File: config.mk
export PLATFORM = sky130hd
export DESIGN_NAME = shift_add_multiplier
export DESIGN_NICKNAME = d
export VERILOG_FILES = /design/src/rtl/shift_add_multiplier_pkg.sv /design/src/rtl/shift_add_multiplier_add_w_carry.sv /design/src/rtl/shift_add_multiplier.sv
export SDC_FILE = /design/constraint.sdc
export NUM_CORES = 1
export LEC_CHECK = 0
export BUFFER_PORTS_ARGS = -buffer_cell sky130_fd_sc_hd__buf_4
export CORE_MARGIN = 2
export CORE_UTILIZATION = 35
export CTS_BUF_LIST = sky130_fd_sc_hd__clkbuf_8
export CTS_CLUSTER_SIZE = 30
export DETAILED_ROUTE_END_ITERATION = 8
export SLEW_MARGIN = 15
export SYNTH_ARGS = -nofsm -noshare
export SYNTH_HDL_FRONTEND = slang
export SYNTH_SLANG_ARGS = --single-unit
File: constraint.sdc
create_clock -name clk -period 2.2 [get_ports clk]
set_input_delay 0 -clock clk [delete_from_list [all_inputs] [get_ports clk]]
set_output_delay 0 -clock clk [all_outputs]
set_load 0.05 [all_outputs]
File: src/rtl/shift_add_multiplier_pkg.sv
// Shared types and default sizes for the shift-and-add multiplier.
// Holds the FSM state encoding and the default operand/accumulator widths.
// No logic; imported by the multiplier top and its adder.
package shift_add_multiplier_pkg;

  typedef enum logic [1:0] {
    IDLE = 2'd0,
    CALC = 2'd1,
    DONE = 2'd2
  } state_t;

  localparam int DEF_WIDTH  = 4;
  localparam int DEF_ACC_W  = 12;
  localparam int DEF_PROD_W = 2 * DEF_WIDTH;

endpackage

File: src/rtl/shift_add_multiplier_add_w_carry.sv
// Combinational W-bit ripple-carry adder with carry-in tied low and a carry-out.
// Latency: purely combinational.
// Backpressure: none; it is a leaf arithmetic cell.
module add_w_carry
  import shift_add_multiplier_pkg::*;
#(
  parameter int W = DEF_WIDTH
) (
  input  logic [W-1:0] x,
  input  logic [W-1:0] y,
  output logic [W-1:0] sum,
  output logic         cout
);

  logic [W:0] carry;

  assign carry[0] = 1'b0;

  // One full adder per bit, carry rippling from LSB to MSB
  for (genvar i = 0; i < W; i++) begin : g_fa
    assign sum[i]       = x[i] ^ y[i] ^ carry[i];
    assign carry[i + 1] = (x[i] & y[i]) | (carry[i] & (x[i] ^ y[i]));
  end

  assign cout = carry[W];

endmodule

File: src/rtl/shift_add_multiplier.sv
// Sequential unsigned WIDTH x WIDTH multiplier, one multiplier bit per clock.
// Latency: product valid WIDTH+1 cycles after the accept cycle; II = WIDTH+2.
// Backpressure: holds the product in DONE until out_ready; in_ready low while busy.
// Optional running accumulator of products is enabled by defining MUL_ACCUM_EN.
module shift_add_multiplier
  import shift_add_multiplier_pkg::*;
#(
  parameter int WIDTH = DEF_WIDTH,
  parameter int ACC_W = DEF_ACC_W
) (
  input  logic                 clk,
  input  logic                 rst_n,
  input  logic                 in_valid,
  output logic                 in_ready,
  input  logic [WIDTH-1:0]     a,
  input  logic [WIDTH-1:0]     b,
  output logic                 out_valid,
  input  logic                 out_ready,
`ifdef MUL_ACCUM_EN
  input  logic                 acc_clr,
  output logic [ACC_W-1:0]     acc,
`endif
  output logic [2*WIDTH-1:0]   p
);

  localparam int PW    = 2 * WIDTH;
  localparam int CNT_W = (WIDTH > 1) ? $clog2(WIDTH) : 1;
  localparam logic [CNT_W-1:0] LAST_STEP = CNT_W'(WIDTH - 1);

  state_t           state;
  logic [PW-1:0]    prod;
  logic [WIDTH-1:0] mcand;
  logic [CNT_W-1:0] cnt;

  logic [WIDTH-1:0] addend;
  logic [WIDTH-1:0] sum;
  logic             carry_out;
  logic [PW-1:0]    prod_nxt;
  logic             last_step;

  // Upper half of the product register plus the multiplicand when the current multiplier bit is set
  assign addend = prod[0] ? mcand : '0;

  add_w_carry #(.W(WIDTH)) u_add (
    .x    (prod[PW-1:WIDTH]),
    .y    (addend),
    .sum  (sum),
    .cout (carry_out)
  );

  // Adder result re-enters the top half while the consumed multiplier bit shifts out
  assign prod_nxt  = {carry_out, sum, prod[WIDTH-1:1]};
  assign last_step = (state == CALC) && (cnt == LAST_STEP);
  assign p         = prod;

  // Control FSM with registered handshake outputs; the datapath shifts only in CALC
  always_ff @(posedge clk or negedge rst_n) begin
    if (!rst_n) begin
      state     <= IDLE;
      prod      <= '0;
      mcand     <= '0;
      cnt       <= '0;
      in_ready  <= 1'b1;
      out_valid <= 1'b0;
    end else begin
      case (state)
        IDLE: begin
          if (in_valid) begin
            mcand    <= a;
            prod     <= {{WIDTH{1'b0}}, b};
            cnt      <= '0;
            in_ready <= 1'b0;
            state    <= CALC;
          end
        end
        CALC: begin
          prod <= prod_nxt;
          cnt  <= cnt + 1'b1;
          if (cnt == LAST_STEP) begin
            out_valid <= 1'b1;
            state     <= DONE;
          end
        end
        DONE: begin
          // Returning to IDLE here means the next accept is at least one cycle later
          if (out_ready) begin
            out_valid <= 1'b0;
            in_ready  <= 1'b1;
            state     <= IDLE;
          end
        end
        default: begin
          in_ready  <= 1'b1;
          out_valid <= 1'b0;
          state     <= IDLE;
        end
      endcase
    end
  end

`ifdef MUL_ACCUM_EN
  // Running sum updated as each product completes; clear wins over a same-cycle update
  always_ff @(posedge clk or negedge rst_n) begin
    if (!rst_n) begin
      acc <= '0;
    end else if (acc_clr) begin
      acc <= '0;
    end else if (last_step) begin
      acc <= acc + ACC_W'(prod_nxt);
    end
  end
`else
  logic unused_ok;
  assign unused_ok = last_step;
`endif

endmodule
### Word-level counts from Yosys, hierarchy flattened

Index checks and enable logic that the tools add are counted.

| operators by class | value |
|---|---|
| bitwise operators | 19 |
| reductions and logical operators | 7 |
| eq/ne operators | 6 |
| $add $sub $neg | 1 |
| mux-type cells | 15 |

Operators by type and width:

| kind | count |
|---|---|
| one-hot mux 8 bit (2 select lines) | 1 |
| AND reduction 3 bit | 3 |
| 2-to-1 mux 2 bit | 4 |
| 2-to-1 mux 8 bit | 1 |
| AND 1 bit | 7 |
| bitwise XOR 1 bit | 7 |
| one-hot mux 1 bit (3 select lines) | 2 |
| one-hot mux 2 bit (3 select lines) | 1 |
| equality test 2 bit (second input constant) | 2 |
| 2-to-1 mux 1 bit | 4 |
| 2-to-1 mux 4 bit | 1 |
| != test 2 bit (second input constant) | 2 |
| one-hot mux 2 bit (2 select lines) | 1 |
| AND reduction 2 bit | 2 |
| OR 1 bit | 3 |
| adder 2 x 1 -> 2 bit (second input constant) | 1 |
| equality test 2 x 1 -> 1 bit (second input constant) | 1 |
| zero test 2 bit | 1 |
| != test 2 x 1 -> 1 bit (second input constant) | 1 |
| NOT 1 bit | 2 |
| nonzero test 2 bit | 1 |

| storage, ports and cells | value |
|---|---|
| output and inout bits | 10 |
| input bits | 12 |
| logic and storage cells | 54 |
| register bits | 18 |

### Depth between registers and ports, before layout

Gate-level depths: netlist (run 1).

| depth | value |
|---|---|
| depth in word-level cells | 9 |
| depth in mapped cells | 8 |
| mapped depth without buffers | 8 |

### By module

Synthesis (run 1) repeated with hierarchy kept, for this count alone.

| unflattened totals | value |
|---|---|
| cell total of the unflattened synthesis | 79 |
| area total of the unflattened synthesis | 879.6 µm² |

Modules (own cells, without submodules):

| module | cells an instance | times used | sequential area each (µm²) | area an instance (µm²) |
|---|---|---|---|---|
| shift_add_multiplier | 65 | 1 | 451.7 | 769.5 |
| add_w_carry | 14 | 1 | 0.0 | 110.1 |

### Worst setup path after synthesis (run 1)

OpenSTA, ideal clock, no wires.

| timing | value |
|---|---|
| path type | reg-to-reg |
| start point | reg prod[0], in the netlist p[0] |
| end point | reg prod[6], in the netlist p[6] |
| arrival | 2.188 ns |
| path slack | -0.109 ns |
| setup time | 0.121 ns |
| path buffers | 0 |
| cell stages (with the launch flop) | 9 |
| data required time | 2.079 ns |
| clock period less this slack | 2.309 ns |
| path through | dfrtp_1 and2_1 ha_1 fa_1 inv_1 fa_1 inv_1 fa_1 a22o_1 |

| between the ends | value |
|---|---|
| longest elaborated chain between the ends | 8 |
| elaborated cells on any way between the ends | 13 |
| those cells by class | mux (2); bitwise (11) |

RTL lines:

| element | RTL line | source |
|---|---|---|
| start: declaration | shift_add_multiplier.sv:31 | `logic [PW-1:0] prod;` |
| start signal: assignment | shift_add_multiplier.sv:70 | `prod <= {{WIDTH{1'b0}}, b};` |
| start signal: assignment | shift_add_multiplier.sv:77 | `prod <= prod_nxt;` |
| 2-to-1 mux 4 bit (*) | shift_add_multiplier.sv:42 | `assign addend = prod[0] ? mcand : '0;` |
| AND 1 bit / bitwise XOR 1 bit (equally long branches) | shift_add_multiplier_add_w_carry.sv:22 | `assign carry[i + 1] = (x[i] & y[i]) \| (carry[i] & (x[i] ^ y[i]));` |
| AND 1 bit | shift_add_multiplier_add_w_carry.sv:22 |  |
| OR 1 bit | shift_add_multiplier_add_w_carry.sv:22 |  |
| AND 1 bit | shift_add_multiplier_add_w_carry.sv:22 |  |
| OR 1 bit | shift_add_multiplier_add_w_carry.sv:22 |  |
| bitwise XOR 1 bit (*) | shift_add_multiplier_add_w_carry.sv:21 | `assign sum[i] = x[i] ^ y[i] ^ carry[i];` |
| one-hot mux 8 bit (2 select lines) (*) | shift_add_multiplier.sv:66 | `case (state)` |

Mark *: on every way between the ends. The rest lies on a longest branch, timed or not.
A chain may end at the register's enable or synchronous reset.

### Worst setup path after layout (run 1)

Same ends and word-level chain as after synthesis.

==> impl_metrics.json, run 1 <==
{
  "relSlewSlack": 0.766,
  "cap_viol_max_count": 0,
  "synth_area_um2": 847,
  "die_h_um": 53.2,
  "clkTransAtPathRegs_ns": 0.07,
  "avgRoutedWirePerCell_um": 12.2,
  "syn_nets": 90,
  "grt_util_all_layers": 0.147,
  "synthTopCellsByCount": "17 x dfrtp_1, 7 x a21oi_1, 6 x inv_1, 6 x o22ai_1, 5 x nand2_1",
  "stdcell_count": 132,
  "drt_iter0_drc": 3,
  "ios": 22,
  "yosys.cell_types.count": 21,
  "clock_sinks": 18,
  "antenna_left": 0,
  "cts_max_path_buffers": 2,
  "start_util": 0.376,
  "io_buffers": 21,
  "cts_buffers": 3,
  "min_period_ns": 2.09,
  "dieArea_um2": 2830,
  "cts_tree": "yes",
  "fillers": 221,
  "post-dp-hpwl_um": 1200,
  "arrival_ns": 2.23,
  "fin_ws_ns": 0.107,
  "reg2reg_slack_ns": 0.11,
  "ys_ff_latch": 18,
  "clock_skew_ns": 0.00309,
  "htreeDepth": 1,
  "hold_viol": 0,
  "grt_pass1_vias": 612,
  "status": "finished clean",
  "final_core_utilization": 0.511,
  "grt_start_max_net_pins": 19,
  "core_um2": 2250,
  "path_class": "flop to flop",
  "critPathMaxFanout": 5,
  "routed_wl_um": 1620,
  "nets": 122,
  "synth_edf_count": 0,
  "start_kind": "flop",
  "root_buffer": "clkbuf_8",
  "drtPass1Iterations": 4,
  "slew_violations": 0,
  "async_reset_ff_frac": 1.00,
  "setup_violations": 0,
  "timing.hold.ws_ns": 0.0563,
  "pre_cts_ws_ns": 0.0676,
  "dpl_cell_area_um2": 1030,
  "worstPathRequired_ns": 2.34,
  "worstMarginPinSlew_ns": 0.351,
  "power.density_nw_per_um2": 1670,
  "grt_pass1_wl_um": 2920,
  "antenna_found_initial": 0,
  "cts_resized": 0,
  "gp_congestion": 0.725,
  "drc_errors": 0,
  "via_per_inst": 4.80,
  "dp_cells": 121,
  "tns_ns": 0,
  "syn_inst": 73,
  "synth_largest_area_cell": "dfrtp_1",
  "ys_warn_count": 0,
  "ys_dominant_reg_cell": "dfrtp_1",
  "antenna_cells": 0,
  "fp.dieW_um": 53.2,
  "seq_area_frac_synth": 0.533,
  "power_mw": 1.92,
  "synth.area.top_cells": "dfrtp_1 50%, fa_1 7.1%, mux2_2 5.3%",
  "fin_area_um2": 1150,
  "hp-class": "primary input to flop",
  "drive_above_1_share": 0.327,
  "p_leak_nw": 0.540,
  "rsz0062_at_grt": "false",
  "endpoint_kind": "flop",
  "placement_rows": 17,
  "synth.avg_cell_area_um2": 11.6,
  "gr-total-overflow": 0,
  "synth_most_common_cell": "dfrtp_1",
  "syn_to_final_growth_pct": 36.0,
  "clock_latency_ns": 0.25,
  "max_freq_mhz": 478,
  "yosys.area.top_type_share": 0.502,
  "post-route-period-util": 0.951,
  "dr_total_vias": 633,
  "peakVddDrop_mv": 0.872
}
[final cells by class]
class / count / area (um^2) / area share
tap: 28 / 35.0 / 0.0304
timing repair buffer: 28 / 225 / 0.195
clock buffer: 4 / 55.1 / 0.0478
inverter: 6 / 22.5 / 0.0195
sequential: 18 / 453 / 0.393
multi-input combinational: 48 / 362 / 0.314
[power breakdown]
group | switching [mW] | internal [mW]
registers | 0.146 | 0.506
logic | 0.609 | 0.396
clock network | 0.105 | 0.159
total | 0.860 | 1.06
[cells in the final DEF, fill, tap and decap left out]
cell type,instances
and2_1,3
o22ai_1,6
nand2b_1,2
dfstp_2,1
o21ai_1,1
nand2_1,5
buf_4,22
a21oi_1,7
nor2_2,1
inv_1,6
fa_1,3
ha_1,2
o31ai_1,1
nor2_1,2
dfrtp_2,1
a22o_1,4
mux2_2,4
or4b_1,1
o21ai_0,4
clkbuf_8,4
dfrtp_1,16
o21bai_2,1
dlygate4sd3_1,6
nor2b_1,1
[metal layers]
layer | vias up | global-route usage | part of all wire
li1 | 321 | - | -
met1 | 298 | 0.205 | 0.49
met2 | 12 | 0.215 | 0.47
met3 | 2 | 0.0254 | 0.027
met4 | 0 | 0.0769 | 0.017
met5 | - | 0 | 0
[worst max-delay path: stages, from the launching register on]
cell	delay [ns]
dfrtp_2	0.42
and2_1	0.14
ha_1	0.19
fa_1	0.35
inv_1	0.07
fa_1	0.15
inv_1	0.04
fa_1	0.42
a22o_1	0.20
[timing repair]
action / in CTS / in global routing
hold buffers: 6 / 0
endpoints found under the setup margin: 0 / 1
hold endpoints to repair: 23 / 0
buffers inserted: 0 / 1
[sequential cells by signal, indices dropped and copies added, names as in the netlist]
| signal | cells |
|---|---|
| p | 8 |
| mcand | 4 |
| cnt | 2 |
| state | 2 |
| in_ready | 1 |
| out_valid | 1 |
[final timing paths]
check,from,to,depth (start not counted)
max in group asynchronous,rst_n,in_ready,2
worst min register to register,cnt[0],cnt[0],1
worst max-delay path,p[0],p[6],8
worst max register to register,p[0],p[6],8
worst min-delay path,b[2],p[2],3
min in group asynchronous,rst_n,mcand[1],2
[kinds of logic after synthesis]
| group | Yosys count | share of synthesized area |
|---|---|---|
| compound gates | 24 | 0.179 |
| fa+ha+maj | 5 | 0.100 |
| buf+inv | 7 | 0.0399 |
| flops | 18 | 0.533 |
| mux | 4 | 0.0532 |
| simple gates | 15 | 0.0946 |
No activity file was read; power rests on OpenSTA's default activity.
==> run 2, diff against run 1 <==
Settings changed: CORE_UTILIZATION 35 to 52, CTS_CLUSTER_SIZE 30 to not set, PLACE_DENSITY set to 0.79.
Clock period 2.2 ns to 2.6 ns, I/O delays scaled along.
==> run 2 against run 1 <==
Net effect: largest power group unchanged; largest cell class unchanged; clock skew grew 0.0011 ns; via count is 5.1% higher; critical path type unchanged; routed wire length is 2.2% higher; combinational power is 16% lower; critical endpoint unchanged; non-clock buffer count shrank 1; global-route usage grew 6.5 points; sequential power fell by 14%.
==> impl_metrics.json, run 2 (synthesis results as in run 1) <==
{
  "status": "finished clean",
  "die_h_um": 44.4,
  "largest_reg_flops": 8,
  "routed_wl_um": 1650,
  "dp_cells": 109,
  "dieArea_um2": 1970,
  "hold_viol": 0,
  "tns_ns": 0,
  "setup_violations": 0,
  "start_util": 0.556,
  "relSlewSlack": 0.772,
  "grt_pass1_vias": 666,
  "clock_sinks": 18,
  "cts_buffers": 3,
  "worstPathRequired_ns": 2.74,
  "core_um2": 1520,
  "dr_total_vias": 665,
  "post-dp-hpwl_um": 1260,
  "critPathMostFrequentCell": "fa_1",
  "gp_congestion": 0.727,
  "antenna_left": 0,
  "fp.dieW_um": 44.4,
  "crit_buf_inv": 2,
  "drive_above_1_share": 0.301,
  "rsz0062_at_grt": "false",
  "stdcell_count": 119,
  "cap_viol_max_count": 0,
  "antenna_cells": 0,
  "clock_skew_ns": 0.00418,
  "peakVddDrop_mv": 0.977,
  "timing.hold.ws_ns": 0.0594,
  "grt_start_max_net_pins": 19,
  "fin_area_um2": 1120,
  "slew_violations": 0,
  "clock_latency_ns": 0.25,
  "drc_errors": 0,
  "via_per_inst": 5.59,
  "cp_top_family": "adder cells",
  "gr-total-overflow": 0,
  "final_common_cell": "buf_4",
  "path_class": "flop to flop",
  "cts_tree": "yes",
  "hp-class": "primary input to flop",
  "min_period_ns": 2.11,
  "endpoint_kind": "flop",
  "grt_util_all_layers": 0.211,
  "io_buffers": 21,
  "syn_to_final_growth_pct": 32.1,
  "start_kind": "flop",
  "dpl_cell_area_um2": 1010,
  "max_stage_delay_ns": 0.43,
  "fin_ws_ns": 0.494,
  "fillers": 110,
  "max_freq_mhz": 475,
  "final_cell_mix": "21 x buf_4, 17 x dfrtp_1, 7 x inv_1, 7 x a21oi_1",
  "placement_rows": 14,
  "critPathMaxFanout": 6,
  "htreeDepth": 1,
  "p_leak_nw": 0.534,
  "avgRoutedWirePerCell_um": 13.9,
  "drtPass1Iterations": 4,
  "cts_max_path_buffers": 2,
  "post-route-period-util": 0.810,
  "power.density_nw_per_um2": 1420,
  "cts_resized": 0,
  "root_buffer": "clkbuf_8",
  "nets": 121,
  "antenna_found_initial": 0,
  "crit_chain": "and2_1 > ha_1 > fa_1 > inv_1 > fa_1 > inv_1 > fa_1 > a22o_1",
  "worstMarginPinSlew_ns": 0.342,
  "grt_pass1_wl_um": 2940,
  "cp_slowest_cell": "fa_1",
  "arrival_ns": 2.25,
  "ios": 22,
  "pre_cts_ws_ns": 0.482,
  "clkTransAtPathRegs_ns": 0.06,
  "drt_iter0_drc": 4
}
[run 2: changes by cell type in the layout (fill, tap and decap cells not counted)]
cell      delta
buf_4        -1
clkbuf_8     -1
dfrtp_1      +1
dfrtp_2      -1
inv_1        +1
[run 2: worst register-to-register path: stages, from the launching register on]
cell,delay [ns]
dfrtp_1,0.41
and2_1,0.15
ha_1,0.18
fa_1,0.36
inv_1,0.08
fa_1,0.15
inv_1,0.05
fa_1,0.43
a22o_1,0.20
[run 2: cell type report]
type | count | area [um^2] | share of cell area
Multi-Input combinational cell | 48 | 362 | 0.323
Tap cell | 16 | 20.0 | 0.0179
Clock buffer | 3 | 41.3 | 0.0369
Clock inverter | 1 | 3.75 | 0.00336
Inverter | 6 | 22.5 | 0.0201
Sequential cell | 18 | 452 | 0.404
Timing Repair Buffer | 27 | 218 | 0.195
[run 2: path summary, 6_finish.rpt]
check	slack [ns]	start	to	depth (start not counted)
max in group asynchronous	2.20	rst_n	in_ready	2
min in group asynchronous	0.15	rst_n	state[1]	2
worst min-delay path	0.06	b[1]	p[1]	3
worst max register to register	0.49	p[0]	p[6]	8
worst min register to register	0.50	in_ready	in_ready	2
worst max-delay path	0.49	p[0]	p[6]	8
[run 2: metrics by stage]
step                      power (mW)  utilization
after floorplan                 1.18            -
after global placement          1.37        0.665
after detailed placement        1.41        0.665
after CTS                       1.61        0.734
after global routing            1.72        0.734
final                           1.59        0.734
[run 2: repair_timing]
item / in CTS / in global routing
endpoints found under the hold margin: 23 / 0
hold buffers: 6 / 0
setup buffers: 0 / 0
[run 2: per-layer routing]
metal  track usage  vias to the layer above  share of wire
li1              -                      319              -
met1         0.254                      326           0.43
met2         0.362                       18           0.51
met3        0.0735                        2          0.050
met4        0.0545                        0         0.0079
met5             0                        -              0
[run 2: where the power goes]
part / switching, mW / internal (mW) / leakage, nW / total [mW]
registers: 0.133 / 0.427 / 0.213 / 0.560
logic: 0.517 / 0.330 / 0.294 / 0.846
clock network: 0.0821 / 0.105 / 0.0269 / 0.187
total: 0.732 / 0.862 / 0.534 / 1.59
==> run 3, diff against run 2 <==
Clock period 2.6 ns to 2.1 ns, I/O delays scaled along.
==> run 3 against run 2 <==
Net effect: via count increased by 0.75%; sequential power is 25% higher; core utilization is 2.9 points higher; setup slack got worse by 0.48 ns; final area is 3.9% higher; flip-flop and latch count stayed put; critical path type unchanged; critical endpoint unchanged.
==> impl_metrics.json, run 3 (synthesis results as in run 1) <==
{
  "antenna_left": 0,
  "start_kind": "flop",
  "cp-startpoint": "p[0]",
  "io_buffers": 21,
  "rsz0062_at_grt": "true",
  "hp-class": "primary input to flop",
  "reg2reg_slack_ns": 0.02,
  "max_freq_mhz": 480,
  "worstPathRequired_ns": 2.25,
  "p_leak_nw": 0.545,
  "endpoint": "p[6]",
  "drtPass1Iterations": 5,
  "drc_errors": 0,
  "drive_above_1_share": 0.387,
  "reg2regPathDepth": 8,
  "post-route-period-util": 0.993,
  "arrival_ns": 2.23,
  "clkTransAtPathRegs_ns": 0.07,
  "ios": 22,
  "clock_sinks": 18,
  "root_buffer": "clkbuf_8",
  "status": "finished clean",
  "critPathMaxFanout": 4,
  "timing.rr.end": "p[6]",
  "hold_viol": 0,
  "final_cell_mix": "24 x buf_4, 16 x dfrtp_1, 7 x a21oi_1",
  "peakVddDrop_mv": 0.959,
  "clock_latency_ns": 0.25,
  "fillers": 99,
  "nets": 124,
  "core_um2": 1520,
  "routed_wl_um": 1790,
  "grt_util_all_layers": 0.191,
  "avgRoutedWirePerCell_um": 14.7,
  "worstMarginPinSlew_ns": 0.405,
  "cts_buffers": 3,
  "largest_reg_flops": 8,
  "die_h_um": 44.4,
  "power.density_nw_per_um2": 1790,
  "grt_pass1_vias": 584,
  "dr_total_vias": 670,
  "endpoint_kind": "flop",
  "setup_violations": 0,
  "via_per_inst": 5.49,
  "tns_ns": 0,
  "gp_congestion": 0.750,
  "cts_tree": "yes",
  "placement_rows": 14,
  "clock_skew_ns": 0.00379,
  "syn_to_final_growth_pct": 37.2,
  "grt_start_max_net_pins": 19,
  "cap_viol_max_count": 0,
  "final_common_cell": "buf_4",
  "antenna_found_initial": 0,
  "relSlewSlack": 0.729,
  "min_period_ns": 2.08,
  "htreeDepth": 1,
  "gr-total-overflow": 0,
  "path_class": "flop to flop",
  "worstReg2RegStart": "p[0]",
  "post-dp-hpwl_um": 1180,
  "grt_pass1_wl_um": 2680,
  "dieArea_um2": 1970,
  "cts_max_path_buffers": 2,
  "start_util": 0.556,
  "fp.dieW_um": 44.4,
  "power_mw": 2.08,
  "drt_iter0_drc": 28,
  "slew_violations": 0,
  "antenna_cells": 0
}
## run 3: cell types whose count changed in the layout (fill, tap and decap cells not counted)
cell,before,now
inv_2,0,2
inv_1,7,5
and2_1,3,2
ha_4,0,1
buf_4,21,24
dfrtp_1,17,16
fa_2,0,2
fa_1,3,1
dfrtp_2,0,1
and2_4,0,1
ha_1,2,1
## run 3: metrics by stage
stage               instances  utilization  area [um^2]  hold WS, ns  setup slack (ns)
finish                    122        0.763         1160       0.0443            0.0156
global route              122        0.763         1160       0.0835           -0.0326
CTS                       119        0.740         1130       0.0486           0.00460
detailed placement        109        0.671         1020       -0.119            0.0143
global placement          109        0.671         1020       -0.121            0.0581
floorplan                  73            -          856       -0.296           -0.0727
## run 3: worst max-delay path: stages, from the launching register on
cell and delay (ns):
dfrtp_2 0.43, and2_4 0.15, ha_4 0.15, fa_2 0.34
inv_2 0.06, fa_2 0.19, inv_2 0.04, fa_1 0.43
a22o_1 0.18
## run 3: worst min path at each step
stage / from / endpoint / slack (ns) / cells after the start
after floorplan: rst_n / cnt[0] / -0.30 / 0
final: b[2] / p[2] / 0.04 / 3
after CTS: b[2] / p[2] / 0.05 / 3
after global placement: rst_n / mcand[2] / -0.12 / 1
after global routing: b[1] / p[1] / 0.08 / 3
after detailed placement: rst_n / mcand[3] / -0.12 / 1
## run 3: area by class of cell
cell class              instances  area, um^2  area share
clock buffers                   3        41.3      0.0355
clock inverters                 1        3.75     0.00323
inverters                       6        22.5      0.0194
multi-input cells              48         382       0.328
flip-flops and latches         18         453       0.390
well taps                      16        20.0      0.0172
repair buffers                 30         240       0.207
## run 3: timing repair
action                     in CTS  in global routing
setup endpoints to repair       0                  1
setup buffers                   0                  3
hold endpoints to repair       23                  0
hold buffers                    6                  0
resized for setup               0                  3
## run 3: layer usage
layer  vias to the layer above  global-route usage  part of all wire
met3                         4              0.0122             0.047
met2                        33               0.276              0.46
met1                       309               0.285              0.47
li1                        324                   -                 -
met5                         -                   0                 0
met4                         0               0.109             0.017
## run 3: power breakdown
| group | leakage, nW | internal [mW] | switching (mW) |
|---|---|---|---|
| logic | 0.305 | 0.467 | 0.672 |
| clock network | 0.0269 | 0.130 | 0.117 |
| registers | 0.212 | 0.531 | 0.168 |
